$ cat config.mk
export PLATFORM = sky130hd
export DESIGN_NAME = axis_fifo_arbiter_flat
export DESIGN_NICKNAME = d
export VERILOG_FILES = /design/src/rtl/axis_fifo_arbiter_if.sv /design/src/rtl/axis_fifo_arbiter.sv /design/src/flat_wrapper.sv
export SDC_FILE = /design/constraint.sdc
export NUM_CORES = 1
export LEC_CHECK = 0
export BUFFER_PORTS_ARGS = -buffer_cell sky130_fd_sc_hd__buf_2
export CORE_MARGIN = 3
export CORE_UTILIZATION = 35
export DETAILED_ROUTE_END_ITERATION = 16
export GPL_TIMING_DRIVEN = 0
export PLACE_DENSITY = 0.53
export RECOVER_POWER = 25
export SLEW_MARGIN = 40
export SYNTH_ARGS = -nofsm -noshare
export SYNTH_HDL_FRONTEND = slang
export SYNTH_SLANG_ARGS = --single-unit
$ cat constraint.sdc
create_clock -name clk -period 7.29 [get_ports clk]
set_input_delay 0.3645 -clock clk [delete_from_list [all_inputs] [get_ports clk]]
set_output_delay 0.3645 -clock clk [all_outputs]
set_load 0.05 [all_outputs]
$ cat src/rtl/axis_fifo_arbiter_if.sv
// Handshake bundle between the per-channel FIFO outputs, the packet arbiter
// and the downstream demux/mux select logic.
interface axis_fifo_arbiter_if;
  logic [7:0] axis_out_tvalid;
  logic [7:0] axis_out_tlast;
  logic       axis_in_tready;
  logic [7:0] bus_sel;
  logic       grant_valid;
  logic [2:0] grant_idx;
  logic       pkt_done;
  logic       wdog_err;

  modport master (
    input  axis_out_tvalid, axis_out_tlast, axis_in_tready,
    output bus_sel, grant_valid, grant_idx, pkt_done, wdog_err
  );

  modport slave (
    output axis_out_tvalid, axis_out_tlast, axis_in_tready,
    input  bus_sel, grant_valid, grant_idx, pkt_done, wdog_err
  );
endinterface

$ cat src/rtl/axis_fifo_arbiter.sv
// Round-robin packet arbiter over eight FIFOs; holds each grant for a whole packet.
// Define AXIS_ARB_WDOG_EN to build the stall watchdog that revokes a stuck grant.
module axis_fifo_arbiter #(
  parameter int WDOG_CYCLES = 1024
) (
  input  logic                       clk,
  input  logic                       rst,
  axis_fifo_arbiter_if.master        bus
);

  if (WDOG_CYCLES < 2 || WDOG_CYCLES > 65535) begin : g_bad_wdog
    $error("WDOG_CYCLES out of range 2..65535");
  end

  typedef enum logic {IDLE, BUSY} state_t;

  state_t     state_q, state_d;
  logic [7:0] bus_sel_q, bus_sel_d;
  logic [2:0] last_q, last_d;
  logic [2:0] gidx;
  logic       beat, eop, wdog_fire;
  logic       req_found;
  logic [2:0] req_idx;

  assign gidx = bus_sel_q[2:0];
  assign beat = (state_q == BUSY) && bus.axis_out_tvalid[gidx] && bus.axis_in_tready;
  assign eop  = beat && bus.axis_out_tlast[gidx];

  // Scan last+1 .. last+8 (mod 8); the last-granted port has lowest priority.
  always_comb begin
    req_found = 1'b0;
    req_idx   = 3'd0;
    for (int i = 1; i <= 8; i++) begin
      if (!req_found && bus.axis_out_tvalid[last_q + 3'(i)]) begin
        req_found = 1'b1;
        req_idx   = last_q + 3'(i);
      end
    end
  end

`ifdef AXIS_ARB_WDOG_EN
  logic [15:0] wdog_cnt_q;

  // Fires on the stalled cycle whose increment brings the count to WDOG_CYCLES.
  assign wdog_fire = (state_q == BUSY) && !beat && (wdog_cnt_q == 16'(WDOG_CYCLES - 1));

  always_ff @(posedge clk) begin
    if (rst)                          wdog_cnt_q <= '0;
    else if (state_q != BUSY || beat) wdog_cnt_q <= '0;
    else                              wdog_cnt_q <= wdog_cnt_q + 16'd1;
  end
`else
  assign wdog_fire = 1'b0;
`endif

  always_ff @(posedge clk) begin
    if (rst) begin
      state_q   <= IDLE;
      bus_sel_q <= 8'd0;
      last_q    <= 3'd7;
    end else begin
      state_q   <= state_d;
      bus_sel_q <= bus_sel_d;
      last_q    <= last_d;
    end
  end

  always_comb begin
    state_d = state_q;
    case (state_q)
      IDLE:    if (req_found) state_d = BUSY;
      BUSY:    if (eop || wdog_fire) state_d = IDLE;
      default: state_d = IDLE;
    endcase
  end

  always_comb begin
    bus_sel_d    = bus_sel_q;
    last_d       = last_q;
    bus.pkt_done = 1'b0;
    bus.wdog_err = 1'b0;
    case (state_q)
      IDLE: begin
        bus_sel_d = 8'd0;
        if (req_found) begin
          bus_sel_d = {5'b10000, req_idx};
          last_d    = req_idx;
        end
      end
      BUSY: begin
        bus.pkt_done = eop;
        bus.wdog_err = wdog_fire;
        if (eop || wdog_fire) bus_sel_d = 8'd0;
      end
      default: bus_sel_d = 8'd0;
    endcase
  end

  assign bus.bus_sel     = bus_sel_q;
  assign bus.grant_valid = bus_sel_q[7];
  assign bus.grant_idx   = bus_sel_q[7] ? bus_sel_q[2:0] : 3'd0;

endmodule

$ cat src/flat_wrapper.sv
// flat-port wrapper written by rule: the top's interface ports become plain ports
module axis_fifo_arbiter_flat 
#(
  parameter int WDOG_CYCLES = 1024
)
  (clk, rst, bus_axis_out_tvalid, bus_axis_out_tlast, bus_axis_in_tready, bus_bus_sel, bus_grant_valid, bus_grant_idx, bus_pkt_done, bus_wdog_err);
  axis_fifo_arbiter_if bus_i ();
  input  logic clk;
  input  logic rst;
  input wire logic [$bits(bus_i.axis_out_tvalid)-1:0] bus_axis_out_tvalid;
  input wire logic [$bits(bus_i.axis_out_tlast)-1:0] bus_axis_out_tlast;
  input wire logic [$bits(bus_i.axis_in_tready)-1:0] bus_axis_in_tready;
  output wire logic [$bits(bus_i.bus_sel)-1:0] bus_bus_sel;
  output wire logic [$bits(bus_i.grant_valid)-1:0] bus_grant_valid;
  output wire logic [$bits(bus_i.grant_idx)-1:0] bus_grant_idx;
  output wire logic [$bits(bus_i.pkt_done)-1:0] bus_pkt_done;
  output wire logic [$bits(bus_i.wdog_err)-1:0] bus_wdog_err;
  assign bus_i.axis_out_tvalid = bus_axis_out_tvalid;
  assign bus_i.axis_out_tlast = bus_axis_out_tlast;
  assign bus_i.axis_in_tready = bus_axis_in_tready;
  assign bus_bus_sel = bus_i.bus_sel;
  assign bus_grant_valid = bus_i.grant_valid;
  assign bus_grant_idx = bus_i.grant_idx;
  assign bus_pkt_done = bus_i.pkt_done;
  assign bus_wdog_err = bus_i.wdog_err;
  axis_fifo_arbiter #(.WDOG_CYCLES(WDOG_CYCLES)) u_core (.clk(clk), .rst(rst), .bus(bus_i));
endmodule
Yosys cells after proc, flatten, opt, wreduce, memory -nomap -nowiden:

Cells that the tools add are included.
Widths: inputs -> output; s select.

* register bits: 12
* input port bits: 19

* $add $sub $neg: 7
* magnitude comparators: 9
* equality and inequality tests: 1
* muxes and demuxes: 44
* bitwise gates (word level): 1
* reductions and logical operators: 18

Operators by type and width (number)
* $lt 3x4->1 const B: 9
* $bmux 1 s3: 10
* $mux 3: 9
* $mux 1: 21
* $mux 8: 2
* $pmux 8 s2: 1
* $add 3x3->3 const B: 4
* $logic_and 1x1->1: 10
* $logic_not 1->1: 7
* $add 3x2->3 const B: 2
* $add 3x1->3 const B: 1
* $ne 2x2->1 const B: 1
* $pmux 1 s2: 1
* $reduce_and 2->1: 1
* $not 1->1: 1

Depth between registers and ports, before layout:

Gate-level depths: netlist of run 1.

* word-level depth: 27
* mapped depth: 11
* depth with buffers taken out: 8

Least setup slack after synthesis of run 1:

Ideal clock, no wire load.

* path kind: reg-to-reg
* start: reg u_core.last_q[0]
* end: reg u_core.last_q[2]
* arrival time: 2.787 ns
* setup slack: 4.381 ns
* cell stages (with the launch flop): 11
* path buffers: 2
* cell sequence: dfxtp_1 > buf_6 > inv_1 > ha_1 > buf_6 > mux4_2 > mux2_4 > nor4_4 > nand2_1 > o21ba_1 > a221o_1

* word-level cells in the longest chain between the ends: 26

Ends and longest elaborated chain
* start, declared: line axis_fifo_arbiter.sv:19 `logic [2:0] last_q, last_d;`
* start signal, assigned: line axis_fifo_arbiter.sv:64 `last_q <= last_d;`
* $add 3x1->3: line axis_fifo_arbiter.sv:34, axis_fifo_arbiter.sv:36
* $bmux 1 s3: line axis_fifo_arbiter.sv:34 `if (!req_found && bus.axis_out_tvalid[last_q + 3'(i)]) begin`
* $mux 1 (implied by the code): line axis_fifo_arbiter.sv:34
* $mux 1: line axis_fifo_arbiter.sv:34
* $logic_not 1->1: line axis_fifo_arbiter.sv:34
* $logic_and 1x1->1: line axis_fifo_arbiter.sv:34
* $mux 1: line axis_fifo_arbiter.sv:34
* $logic_not 1->1: line axis_fifo_arbiter.sv:34
* [... 10 more ...]
* $mux 1: line axis_fifo_arbiter.sv:34
* $logic_not 1->1: line axis_fifo_arbiter.sv:34
* $logic_and 1x1->1: line axis_fifo_arbiter.sv:34
* $mux 1: line axis_fifo_arbiter.sv:34
* $logic_not 1->1: line axis_fifo_arbiter.sv:34
* $logic_and 1x1->1: line axis_fifo_arbiter.sv:34
* $mux 1: line axis_fifo_arbiter.sv:34
* $reduce_and 2->1 (no source line)

Several ways; a longest one is shown, not always the timed one. The select of a mux whose other input is x is not followed.
A chain may end at the register's enable or synchronous reset.

Final worst setup path of run 1:

* start: reg u_core.last_q[0]
* end: reg u_core.bus_sel_q[0] (netlist: u_core.bus.bus_sel[0])

* word-level cells in the longest chain between the ends: 27

Ends and longest elaborated chain
* $add 3x1->3: line axis_fifo_arbiter.sv:34, axis_fifo_arbiter.sv:36
* $bmux 1 s3: line axis_fifo_arbiter.sv:34
* $mux 1 (implied by the code): line axis_fifo_arbiter.sv:34
* $mux 1: line axis_fifo_arbiter.sv:34
* $logic_not 1->1: line axis_fifo_arbiter.sv:34
* $logic_and 1x1->1: line axis_fifo_arbiter.sv:34
* $mux 1: line axis_fifo_arbiter.sv:34
* $logic_not 1->1: line axis_fifo_arbiter.sv:34
* [... 11 more ...]
* $logic_not 1->1: line axis_fifo_arbiter.sv:34
* $logic_and 1x1->1: line axis_fifo_arbiter.sv:34
* $mux 1: line axis_fifo_arbiter.sv:34
* $logic_not 1->1: line axis_fifo_arbiter.sv:34
* $logic_and 1x1->1: line axis_fifo_arbiter.sv:34
* $mux 3 / $mux 1 (equally long branches): line axis_fifo_arbiter.sv:34
* $mux 8 (*): line axis_fifo_arbiter.sv:85 `if (req_found) begin`
* $pmux 8 s2 (*): line axis_fifo_arbiter.sv:82 `case (state_q)`
* end signal, assigned: line axis_fifo_arbiter.sv:63 `bus_sel_q <= bus_sel_d;`
* end, declared: line axis_fifo_arbiter.sv:18 `logic [7:0] bus_sel_q, bus_sel_d;`

Every way passes the cells marked *; elsewhere a longest branch is shown, timed or not. The select of a mux whose other input is x is not followed.

==> impl_metrics.json, run 1 <==
{
  "run_status": "finished, final reports clean",
  "crit_family": "multiplexers",
  "setup_viol": 0,
  "wire_per_inst_um": 16.16,
  "yosysWarnings": 0,
  "syn_to_final_growth_pct": 16.86,
  "ys_top_cells_by_area": "mux4_2, dfxtp_1, mux2_2",
  "p_int_mw": 0.3853,
  "core_sq_mm": 0.003799,
  "combinationalPowerShare_pct": 84.7,
  "fin_cells": 241,
  "clkTransAtPathRegs_ps": 40,
  "drv_cap": 0,
  "final_max_slew_viol_count": 0,
  "hold_viol_final": 0,
  "critPathMaxFanout": 10,
  "fin_crit_ps": 3207,
  "synth_top_area_share_pct": 18.86,
  "wirelength_um": 3894,
  "drive_above_1_share_pct": 34.20,
  "crit_arrival_ps": 3350,
  "slowest_delay_ps": 590,
  "htree_levels": 1,
  "grt_pass1_wl_um": 6423,
  "cts.sinks": 8,
  "fin_nets": 216,
  "diodes": 0,
  "multiInputGateArea_sq_mm": 0.001152,
  "switching_power_mw": 0.4062,
  "async_flop_share_pct": 0,
  "syn_area_sq_mm": 0.001433,
  "worstPathRequired_ps": 7430,
  "num_io_pins": 33,
  "cp-end-kind": "register",
  "hpwl_um": 3040,
  "num_vias": 1418,
  "fillCellCount": 371,
  "skew_ps": 3.430,
  "synth-seq-cells": 8,
  "die-area_sq_mm": 0.004897,
  "clkPwrFrac_pct": 6.7,
  "via_per_inst": 5.884,
  "grt_use_total_pct": 15.88,
  "antenna_found_initial": 0,
  "pwr-share-seq_pct": 8.6,
  "cts_buffers": 3,
  "postLayoutCellArea_sq_mm": 0.001674,
  "place_area_sq_mm": 0.001638,
  "port_buffers": 26,
  "synth_ff_type": "dfxtp_1",
  "die_w_um": 69.98,
  "synth_top_cell_by_area": "mux4_2",
  "p_leak_nw": 0.6823,
  "ys_seq_area_share_pct": 11.18,
  "synth_edf_count": 0,
  "rsz0062_at_grt": "no",
  "tns_ps": 0,
  "worst_pin_slew_ps": 615.6,
  "std_cell_rows": 22,
  "drt_iter0_drc": 67,
  "worstSetupPathType": "reg2reg",
  "drc": 0,
  "irDropWorstVdd_mv": 0.1476,
  "cts_resized": 0,
  "cp_common_cell": "buf_6",
  "place_congestion": 0.8621,
  "swShare_pct": 51.32,
  "post_cts_buffers": 0,
  "hold_class": "reg2reg",
  "crit_buf_inv": 3,
  "clock-root-buffer": "clkbuf_8",
  "finalCritPeriodShare_pct": 43.99,
  "cts.path.max_buffers": 2,
  "cts_tree": "done",
  "power_density_mw_per_mm2": 472.8,
  "seqCellArea_sq_um": 160.2,
  "worstPathCellList": "buf_6 -> inv_1 -> ha_1 -> buf_6 -> mux4_2 -> mux2_4 -> or4_4 -> a311oi_2 -> a32oi_1 -> o31ai_2",
  "firstDrtPassIters": 4,
  "clock_latency_ps": 230,
  "place_inst": 238,
  "route.antenna.remaining_nets": 0,
  "grt_overflow": 0,
  "start_util_pct": 37.71,
  "dieHeight_um": 69.98,
  "syn_inst": 160,
  "cts_hold_buffers": 0,
  "critPathSlowestCell": "mux4_2",
  "fmax_mhz": 311.8,
  "synthDistinctLibCells": 53,
  "slew-limit-headroom_pct": 57.79,
  "grt_pass1_vias": 1342,
  "grt_max_degree": 11,
  "worstSetupStartpointType": "register",
  "avgSynthCellArea_sq_um": 8.954,
  "finish.utilization_pct": 44.07,
  "power.total_mw": 0.7915
}
## through the flow
| stage | setup WS [ps] | hold WS, ps |
|---|---|---|
| floorplan | 4381 | 607.7 |
| global placement | 4094 | 503.5 |
| detailed placement | 4102 | 513.9 |
| CTS | 4071 | 515.4 |
| global route | 3876 | 557.8 |
| finish | 4083 | 518.2 |
## worst paths after layout
check,startpoint,to,slack [ps],depth (start not counted)
worst min register to register,u_core.bus.bus_sel[7]$_SDFFE_PP0P_,u_core.bus.bus_sel[7]$_SDFFE_PP0P_,520,2
worst max register to register,u_core.last_q[0]$_SDFFE_PP1P_,u_core.bus.bus_sel[0]$_SDFFE_PP0P_,4080,10
worst min-delay path,u_core.bus.bus_sel[7]$_SDFFE_PP0P_,u_core.bus.bus_sel[7]$_SDFFE_PP0P_,520,2
worst max-delay path,u_core.last_q[0]$_SDFFE_PP1P_,u_core.bus.bus_sel[0]$_SDFFE_PP0P_,4080,10
## placed cells by master (no fill, tap or decap), drive strengths merged, types with 5 or more instances in the layout
cell type / n
inv: 7
clkbuf: 12
buf: 34
a21oi: 6
nand3: 9
nand2: 12
mux2: 11
o21ai: 6
mux2i: 7
dfxtp: 8
mux4: 12
and2: 6
conb: 5
## power groups by stage
stage	registers, mW	logic, mW	clock network (mW)
2_1_floorplan	0.0849	0.525	0
3_3_place_gp	0.0689	0.656	0
3_5_place_dp	0.0694	0.666	0
4_1_cts	0.0688	0.669	0.0546
5_1_grt	0.0707	0.732	0.0578
6_report	0.0683	0.670	0.0530
## layer usage
metal  global-route usage, %  share of wire (%)
met1                   22.22                 47
met2                   25.71                 47
met3                   1.007                4.2
met4                   5.532                2.1
met5                       0                  0
## logic make-up after synthesis
family                     synth area share (%)
and+or+nand+nor                           19.21
AOI/OAI and AO/OA                         22.80
muxes                                     32.93
buffers and inverters                     9.432
DFF                                       11.18
xor gates and xnor gates                  2.446
adders and majority gates                 1.746
other                                    0.2618
## synthesized netlist by cell type, types with 2 or more instances
| library cell | count |
|---|---|
| nand3_1 | 9 |
| dfxtp_1 | 8 |
| o31ai_1 | 2 |
| and2_1 | 6 |
| nand4_1 | 2 |
| nor2_1 | 4 |
| xor2_1 | 2 |
| nor3b_1 | 2 |
| o21ai_0 | 6 |
| a21oi_1 | 6 |
| nand2b_1 | 3 |
| xnor2_1 | 2 |
| inv_1 | 7 |
| mux2_2 | 8 |
| nand2_1 | 12 |
| buf_4 | 7 |
| a21boi_1 | 2 |
| and3_1 | 2 |
| clkbuf_1 | 5 |
| buf_6 | 2 |
| a211oi_1 | 4 |
| mux2_4 | 2 |
| ha_1 | 2 |
| a31oi_1 | 4 |
| a221oi_1 | 3 |
| or3_1 | 2 |
| mux4_2 | 12 |
| buf_2 | 3 |
| mux2i_1 | 7 |
## flip-flops by register name, indices dropped and copies added, names as in the netlist
register,cells
u_core.bus.bus_sel,4
u_core.state_q,1
u_core.last_q,3
## final cells by class
| class | count | area share (%) |
|---|---|---|
| Buffer | 17 | 6.502 |
| Clock buffer | 3 | 2.466 |
| Inverter | 7 | 1.570 |
| Multi-Input combinational cell | 132 | 68.83 |
| Sequential cell | 8 | 9.567 |
| Tap cell | 48 | 3.587 |
| Timing Repair Buffer | 26 | 7.474 |
## worst min-delay path, stage by stage, from the launching register on
cell	delay (ps)
dfxtp_1	340
nand2_1	70
a21oi_1	60
Note: power is estimated with default switching activity, not from simulation.
==> run 2, diff against run 1 <==
ABC_AREA = 1   (was unset)
PLACE_DENSITY = 0.56   (was 0.53)
clock period = 2.65 ns   (was 7.29 ns; I/O delays follow)
==> run 2 against run 1 <==
Effect of this change:
- global-route usage down 0.27 points
- total power rose to 2.6 times the previous value
- critical endpoint is now u_core.bus.bus_sel[2]$_SDFFE_PP0P_
- final cell count up 16%
- non-clock buffer count down 7
- flip-flop and latch count unchanged
- largest cell class unchanged
- sequential share of layout area up 1.9 points
- final area down 16%
- combinational power rose to 2.6 times the previous value
- critical path depth up 5
- sequential power rose to 2.9 times the previous value
==> impl_metrics.json, run 2 <==
{
  "run_status": "finished, final reports clean",
  "slew-limit-headroom_pct": 59.73,
  "synth_edf_count": 0,
  "wirelength_um": 3154,
  "die-area_sq_mm": 0.004100,
  "async_flop_share_pct": 0,
  "switching_power_mw": 1.282,
  "combinationalPowerShare_pct": 85.6,
  "clock_latency_ps": 250,
  "ys_top_cells_by_area": "nand3_1, nand2_1, dfxtp_1",
  "fin_nets": 258,
  "grt_overflow": 0,
  "finish.utilization_pct": 44.76,
  "fmax_mhz": 405.9,
  "rsz0062_at_grt": "no",
  "hpwl_um": 2699,
  "synth_most_common_cell": "nand2_1",
  "syn_to_final_growth_pct": 18.79,
  "hold_class": "in2reg",
  "grt_pass1_wl_um": 5313,
  "ys_seq_area_share_pct": 13.59,
  "grtUsageMet2_pct": 26.84,
  "cts.path.max_buffers": 2,
  "drc": 0,
  "grt_use_total_pct": 15.61,
  "synth_top_area_share_pct": 19.96,
  "syn_inst": 202,
  "p_int_mw": 0.7782,
  "grt-busiest-layer": "met2",
  "skew_ps": 4.831,
  "grt_max_degree": 11,
  "firstDrtPassIters": 4,
  "crit_arrival_ps": 2590,
  "drt_iter0_drc": 77,
  "num_vias": 1349,
  "place_congestion": 0.7817,
  "yosys-top-cells-count": "nand2_1, nand3_1, inv_1",
  "via_per_inst": 4.835,
  "final_max_slew_viol_count": 0,
  "postLayoutCellArea_sq_mm": 0.001400,
  "worstPathRequired_ps": 2780,
  "diodes": 0,
  "htree_levels": 1,
  "clock-root-buffer": "clkbuf_4",
  "avgSynthCellArea_sq_um": 5.835,
  "irDropWorstVdd_mv": 0.4911,
  "power_density_mw_per_mm2": 1472,
  "cts.sinks": 8,
  "post_cts_buffers": 0,
  "tns_ps": 0,
  "die_w_um": 64.03,
  "place_area_sq_mm": 0.001379,
  "antenna_found_initial": 0,
  "clkPwrFrac_pct": 4.6,
  "worstSetupPathType": "reg2reg",
  "synth_ff_type": "dfxtp_1",
  "cts_tree": "done",
  "cp-end-kind": "register",
  "hold_viol_final": 0,
  "route.antenna.remaining_nets": 0,
  "fin_crit_ps": 2464,
  "synthDistinctLibCells": 29,
  "port_buffers": 26,
  "num_io_pins": 33,
  "layout_common_cells": "nand2_1, nand3_1, buf_2",
  "dieHeight_um": 64.03,
  "wire_per_inst_um": 11.30,
  "setup_viol": 0,
  "swShare_pct": 62.24,
  "p_leak_nw": 0.7432,
  "std_cell_rows": 20,
  "grt_use_met1_pct": 20.91,
  "synth-seq-cells": 8,
  "grt_pass1_vias": 1258,
  "grt_use_met3_pct": 0.8787,
  "finalCritPeriodShare_pct": 92.97,
  "drv_cap": 0,
  "core_sq_mm": 0.003128,
  "synth_top_cell_by_area": "nand3_1",
  "cts_buffers": 3,
  "worst_pin_slew_ps": 606.7,
  "yosysWarnings": 0,
  "clkTransAtPathRegs_ps": 60,
  "start_util_pct": 37.68,
  "drive_above_1_share_pct": 27.66,
  "syn_area_sq_mm": 0.001179,
  "reg2reg_depth": 15,
  "final_common_cell": "nand2_1",
  "critPathMaxFanout": 10,
  "pwr-share-seq_pct": 9.7,
  "worstSetupStartpointType": "register",
  "largest_reg_flops": 4,
  "hold_depth": 2
}
[run 2: changes by cell type in the layout (fill, tap and decap cells not counted), moves of 5 or more]
cell      delta
nand2_1     +47
nand3_1     +38
mux4_2      -12
inv_2        +9
inv_1        +8
mux2_2       -8
mux2i_1      -7
nand2_2      +7
and2_1       -6
clkbuf_1     -5
[run 2: power by group through the flow]
stage	Combinational [mW]	Sequential, mW	Clock, mW
floorplan	1.39	0.244	0
global placement	1.78	0.203	0
detailed placement	1.75	0.203	0
CTS	1.76	0.200	0.0986
global route	1.99	0.206	0.103
finish	1.76	0.200	0.0958
[run 2: final cells by class]
class	count	area, sq um
fillers	351	1728
multi-input cells	164	870.8
flip-flops and latches	8	160.2
repair buffers	26	126.4
inverters	24	90.09
plain buffers	10	75.07
well taps	44	55.05
clock buffers	3	22.52
[run 2: timing repair]
item | in CTS | in global routing
hold buffers | 0 | 0
endpoints found under the setup margin | 0 | 8
gates resized for setup | 0 | 2
[run 2: worst paths after layout]
path                                            from                                  to  slack (ps)
hold reg to reg   u_core.bus.bus_sel[7]$_SDFFE_PP0P_  u_core.bus.bus_sel[7]$_SDFFE_PP0P_         530
setup reg to reg       u_core.last_q[1]$_SDFFE_PP1P_  u_core.bus.bus_sel[2]$_SDFFE_PP0P_         190
setup / recovery       u_core.last_q[1]$_SDFFE_PP1P_  u_core.bus.bus_sel[2]$_SDFFE_PP0P_         190
hold / removal                                   rst  u_core.bus.bus_sel[0]$_SDFFE_PP0P_         240
[run 2: per-layer routing]
metal	vias to the layer above	routed length, um
met3	8	102
met4	0	44
met5	-	0
li1	722	-
met2	38	1490
met1	581	1516
[run 2: kinds of logic (layout without fill, tap and decap cells)]
group | count (synthesis) | after routing | synth area share, %
flip-flops | 8 | 8 | 13.59
buffers and inverters | 34 | 63 | 14.01
adder cells (fa/ha/maj) | 2 | 2 | 2.123
AO/OA/AOI/OAI | 18 | 18 | 9.661
XOR/XNOR | 2 | 2 | 3.079
AND/OR/NAND/NOR | 137 | 137 | 57.22
other | 1 | 5 | 0.3182
[run 2: stage by stage]
step                worst slack (ps)  cells  power (mW)  hold WS [ps]
floorplan                      267.1    206       1.632         437.0
global placement              -23.53    276       1.980         493.5
detailed placement             22.99    276       1.958         489.7
CTS                            8.524    279       2.063         228.1
global route                   4.397    279       2.296         261.1
finish                         186.3    279       2.061         236.1
[run 2: worst max-delay path, stage by stage, from the launching register on]
cell and delay, ps:
dfxtp_1 330, buf_4 210, inv_2 100, ha_2 330, inv_2 140, nand3_1 120
nand3_1 130, nand2_2 120, nor2_4 140, nand4_2 110, nor2_4 150, nand3b_1 110
nand2_2 140, nor2_1 50, nand2_1 90, a21oi_1 60
